## config.mk

```make
export PLATFORM = sky130hd
export DESIGN_NAME = write_full_ctrl
export DESIGN_NICKNAME = d
export VERILOG_FILES = /design/src/rtl/write_full_ctrl.sv
export SDC_FILE = /design/constraint.sdc
export NUM_CORES = 1
export LEC_CHECK = 0
export ABC_AREA = 1
export CORE_UTILIZATION = 41
export DETAILED_ROUTE_END_ITERATION = 12
export PLACE_DENSITY_LB_ADDON = 0.15
export SETUP_SLACK_MARGIN = 0.5
export SYNTH_ARGS = -nofsm -noshare
export SYNTH_HDL_FRONTEND = slang
export SYNTH_SLANG_ARGS = --single-unit
```

## constraint.sdc

```tcl
create_clock -name write_clk -period 2.3 [get_ports write_clk]
set_input_delay 0.345 -clock write_clk [delete_from_list [all_inputs] [get_ports write_clk]]
set_output_delay 0.345 -clock write_clk [all_outputs]
set_load 0.02 [all_outputs]
```

## src/rtl/write_full_ctrl.sv

```systemverilog
// rtl/write_full_ctrl.sv - write-side full/almost-full/level controller for an async FIFO
// Optional sticky overflow flag enabled by defining WRITE_OVERFLOW_FLAG_EN.
module write_full_ctrl #(
    parameter int address            = 3,
    parameter int almost_full_margin = 2
) (
    input  logic               write_clk,
    input  logic               write_rst,
    input  logic               write_inc,
    input  logic [address:0]   sync_read_ptr,
    output logic [address:0]   write_ptr,
    output logic [address-1:0] write_addr,
    output logic               write_full,
    output logic               write_almost_full,
    output logic [address:0]   write_level,
    output logic               write_overflow
);

    localparam int depth = 1 << address;
    localparam logic [address:0] af_threshold = (address + 1)'(depth - almost_full_margin);

    logic [address:0] write_bin;
    logic [address:0] bin_next;
    logic [address:0] gray_next;
    logic [address:0] read_bin;
    logic [address:0] level_next;
    logic [address:0] full_gray;
    logic             write_accept;
    logic             full_next;
    logic             almost_full_next;

    assign write_accept = write_inc & ~write_full;
    assign bin_next     = write_bin + {{address{1'b0}}, write_accept};
    assign gray_next    = (bin_next >> 1) ^ bin_next;
    assign write_addr   = write_bin[address-1:0];

    // Each binary bit is the XOR of all Gray bits at and above it.
    always_comb begin
        read_bin = '0;
        for (int i = 0; i <= address; i++) begin
            read_bin[i] = ^(sync_read_ptr >> i);
        end
    end

    // Full when the write pointer is exactly one lap ahead of the read pointer.
    assign full_gray        = {~sync_read_ptr[address:address-1], sync_read_ptr[address-2:0]};
    assign full_next        = (gray_next == full_gray);
    assign level_next       = bin_next - read_bin;
    assign almost_full_next = (level_next >= af_threshold) | full_next;

    always_ff @(posedge write_clk) begin
        if (write_rst) begin
            write_bin         <= '0;
            write_ptr         <= '0;
            write_level       <= '0;
            write_full        <= 1'b0;
            write_almost_full <= 1'b0;
        end else begin
            write_bin         <= bin_next;
            write_ptr         <= gray_next;
            write_level       <= level_next;
            write_full        <= full_next;
            write_almost_full <= almost_full_next;
        end
    end

`ifdef WRITE_OVERFLOW_FLAG_EN
    always_ff @(posedge write_clk) begin
        if (write_rst) begin
            write_overflow <= 1'b0;
        end else if (write_inc && write_full) begin
            write_overflow <= 1'b1;
        end
    end
`else
    assign write_overflow = 1'b0;
`endif

endmodule
```

Yosys cells after proc, flatten, opt, wreduce, memory -nomap -nowiden:

Index checks and enable logic that the tools add are counted.

* equality and inequality tests: 1
* bitwise logic cells: 5
* add/subtract/negate cells: 2
* order comparisons: 1
* reductions and logical operators: 4

Operators by type and width (number)
* $reduce_xor 4->1: 4
* $add 4x1->4: 1
* $eq 4x4->1: 1
* $ge 4x3->1 const B: 1
* $sub 4x4->4: 1
* $xor 3x4->4: 1
* $not 2->2: 1
* $and 1x1->1: 1
* $not 1->1: 1
* $or 1x1->1: 1

* output and inout port bits: 14
* register bits: 14
* bits of input ports: 7
* word-level logic and storage cells: 18

Logic depth before layout (Yosys ltp):

* depth in word-level cells: 6
* mapped depth: 16
* depth with buffers taken out: 16

Worst setup path before layout:

No wires, ideal clock.

* path type: reg-to-reg
* start: reg write_full
* end: reg write_almost_full
* setup time: 58 ps
* clock period less this slack: 2272 ps
* arrival: 2214 ps
* path buffers: 0
* stages on the path, launching flop included: 12
* slack: 28 ps
* required time: 2242 ps
* cell sequence: dfxtp_1 nor2_1 ha_1 ha_1 inv_1 fa_1 xnor2_1 inv_1 or2_2 nand3_1 nand2_1 nand2_1

* word-level cells in the longest chain between the ends: 6
* elaborated cells between the ends (all ways): 8
* classes of those cells: add/sub: 2; order compare: 1; eq/ne: 1; bitwise: 4

RTL lines
* from (decl): line 13 `output logic write_full,`
* from (signal assigned): line 62 `write_full <= full_next;`
* $not 1->1 (*): line 32 `assign write_accept = write_inc & ~write_full;`
* $and 1x1->1 (*): line 32
* $add 4x1->4 (*): line 33 `assign bin_next = write_bin + {{address{1'b0}}, write_accept};`
* via bin_next[1]: line 23 `logic [address:0] bin_next;`
* $sub 4x4->4 or $xor 3x4->4 (tied branches): line 48, 34
* $ge 4x3->1 or $eq 4x4->1 (tied branches): line 49, 47
* $or 1x1->1 (*): line 49 `assign almost_full_next = (level_next >= af_threshold) | full_next;`
* to (signal assigned): line 63 `write_almost_full <= almost_full_next;`
* to (decl): line 14 `output logic write_almost_full,`

Mark *: on every way through the listed nets, which the timed path passes. The rest lies on a longest branch.
A chain may end at the register's enable or synchronous reset.

Final worst setup path:

* start: in sync_read_ptr[2]
* end: reg write_almost_full

* word-level cells in the longest chain between the ends: 4
* elaborated cells between the ends (all ways): 8
* classes of those cells: add/sub: 1; order compare: 1; eq/ne: 1; bitwise: 2; reduce/logical: 3

RTL lines
* from (decl): line 10 `input logic [address:0] sync_read_ptr,`
* $reduce_xor 4->1: line 41 `read_bin[i] = ^(sync_read_ptr >> i);`
* $sub 4x4->4: line 48 `assign level_next = bin_next - read_bin;`
* $ge 4x3->1: line 49
* $or 1x1->1 (*): line 49

Mark *: on every way between the ends. The rest lies on a longest branch, timed or not.

==> results_dict.tcl <==
set metrics [dict create \
    status "finished clean" \
    initial_core_util_pct 46.5 \
    synth_top_area_cell "dfxtp_1" \
    ys_types 22 \
    cts_hold_buf 0 \
    period_share_pct 85.1 \
    fillCellCount 106 \
    final_cell_mix "nand2_1 (23), buf_4 (21), clkdlybuf4s50_1 (13), nor2_1 (11), dfxtp_1 (10)" \
    place_area_mm2 0.00113 \
    pin_count 21 \
    synth-seq-cells 13 \
    synth_area_um2 741 \
    syn_avg_cell_area_um2 7.33 \
    routed_wl_mm 2.03 \
    cts_buffers 3 \
    synthCells 101 \
    rows 14 \
    r2r.worst_path.cells 11 \
    root_buffer "clkbuf_4" \
    track_usage_pct 22.8 \
    cp.arrival_ns 2.17 \
    crit_type "in2reg" \
    dp_cells 156 \
    cts_tree "built" \
    synth_area_leaders "dfxtp_1 (35%), nand2_1 (13%), ha_1 (8.4%), nor2_1 (7.6%), inv_1 (5.6%)" \
    reg2reg_slack_ns 0.36 \
    setup_viol 0 \
    io_buffers 19 \
    synth_fp_nets 114 \
    stdcell_count 167 \
    end_kind "flop" \
    clockBufferDepth 2 \
    yosysWarnings 0 \
    syn2layout_area_growth_pct 72.5 \
    regArea_um2 267 \
    finClkSkew_ns 0.0108 \
    num_antenna_cells 0 \
    rsz0062_at_grt "true" \
    fp.dieW_um 44.5 \
    path_max_fanout 3 \
    grt_pass1_wl_mm 3.18 \
    start_kind "input pin" \
    cts_max_level 1 \
    vias_per_cell 4.72 \
    drv_slew 0 \
    p_leak_nw 0.630 \
    core_area_mm2 0.00159 \
    dr.pass1.iters 4 \
    worst_ep_required_time_ns 2.51 \
    hold_viol_final 0 \
    r2r_end "write_almost_full" \
    wl_per_cell_um 12.1 \
    final_antenna_net_count 0 \
    gp_congestion 0.830 \
    cts.sinks 13 \
    period_minus_slack_ns 1.96 \
    yosysSeqAreaShare_pct 35.1 \
    routed-via-count 788 \
    grt_max_degree 13 \
    multi_input_area_um2 548 \
    place_hpwl_mm 1.45 \
    cts.reportedPaths.clkPinSlew_ns 0.07 \
    nNetsFinal 157 \
    fmax_ghz 0.511 \
    drc 0 \
    design_area_mm2 0.00128 \
    antenna_found_initial 0 \
    drive_gt1_share_pct 40.6 \
    hp-class "in2reg" \
    die_h_um 44.5 \
    ir_worst_vdd_mv 0.542 \
    first_iter_violations 18 \
    crit_path_end "write_almost_full" \
    maxCapViolCount 0 \
    final_common_cell "nand2_1" \
    power.density_mw_per_mm2 646 \
    rr_startpoint "write_full" \
    insertion_delay_ns 0.27 \
    dieArea_mm2 0.00198 \
    netlist.area_leader.share_pct 35.1 \
    grt_overflow 0 \
    grt_pass1_vias 707 \
    startpoint "sync_read_ptr[2]" \
]
-- cell usage after synthesis --
cell type and count:
a21oi_1 2, buf_4 1, clkbuf_1 1, clkinv_2 1
conb_1 1, dfxtp_1 13, fa_1 1, ha_1 5
inv_1 11, nand2_1 25, nand2_2 5, nand3_1 8
nand3_2 1, nand3b_1 2, nand4_1 2, nor2_1 15
nor2b_1 1, o21ai_0 1, or2_2 1, xnor2_1 2
xnor2_2 1, xor2_2 1
-- cells by family after synthesis --
family	after synthesis	share of synthesized area (%)
DFF	13	35.1
AOI/OAI and AO/OA	3	2.03
adders and majority gates	6	11.1
xor gates and xnor gates	4	6.76
other	1	0.506
and+or+nand+nor	60	36.7
buffers and inverters	14	7.77
-- sequential cells by signal (all words and copies together), names as in the netlist --
| name | cells |
|---|---|
| write_almost_full | 1 |
| write_bin | 3 |
| write_full | 1 |
| write_level | 4 |
| write_ptr | 4 |
-- area by class of cell --
cell class	instances	area share, %
Multi-Input combinational cell	74	42.9
Timing Repair Buffer	40	27.7
Tap cell	24	2.35
Inverter	12	4.11
Sequential cell	13	20.9
Clock buffer	4	2.06
-- repair_timing --
action                     CTS  global route
buffers inserted             4             3
setup endpoints to repair    5             6
resized for setup           18            16
pin swaps                   16            11
-- worst max-delay path, stage by stage --
cell and delay (ns):
buf_8 0.10, xnor2_4 0.19, xor2_2 0.22, xnor2_2 0.11, ha_4 0.18, fa_2 0.40, xnor2_2 0.16, inv_1 0.07
or2_4 0.22, nand3_2 0.06, nand2_1 0.04, nand2_1 0.05
-- where the power goes --
group          internal [mW]  total [mW]  switching [mW]  leakage [nW]
combinational          0.220       0.415           0.195         0.506
clock                 0.0671       0.140          0.0727        0.0150
sequential             0.256       0.271          0.0142         0.109
-- through the flow --
| stage | utilization (%) | setup WS [ns] | hold slack, ns | setup TNS [ns] | total power [mW] |
|---|---|---|---|---|---|
| after floorplan | - | 0.297 | 0.414 | 0 | 0.472 |
| after global placement | 71.1 | -0.256 | 0.621 | -0.437 | 0.610 |
| after detailed placement | 71.1 | -0.337 | 0.634 | -0.655 | 0.623 |
| after CTS | 75.8 | 0.350 | 0.601 | 0 | 0.803 |
| after global routing | 80.1 | 0.272 | 0.553 | 0 | 0.876 |
| final | 80.1 | 0.343 | 0.524 | 0 | 0.825 |
-- layer usage --
layer | wire length (um) | global-route usage (%) | up-vias
met5 | 0 | 0 | -
li1 | - | - | 396
met4 | 33 | 9.09 | 0
met3 | 51 | 2.45 | 4
met1 | 810 | 26.3 | 366
met2 | 1130 | 42.4 | 22
-- worst min-delay path by stage --
stage,from,end,cells past startpoint
CTS,sync_read_ptr[2],write_full,6
floorplan,write_rst,write_level[3],1
detailed placement,write_ptr[3],write_ptr[3],3
finish,sync_read_ptr[2],write_full,6
global route,sync_read_ptr[2],write_full,6
global placement,write_ptr[3],write_ptr[3],3
No activity file was read; power rests on OpenSTA's default activity.
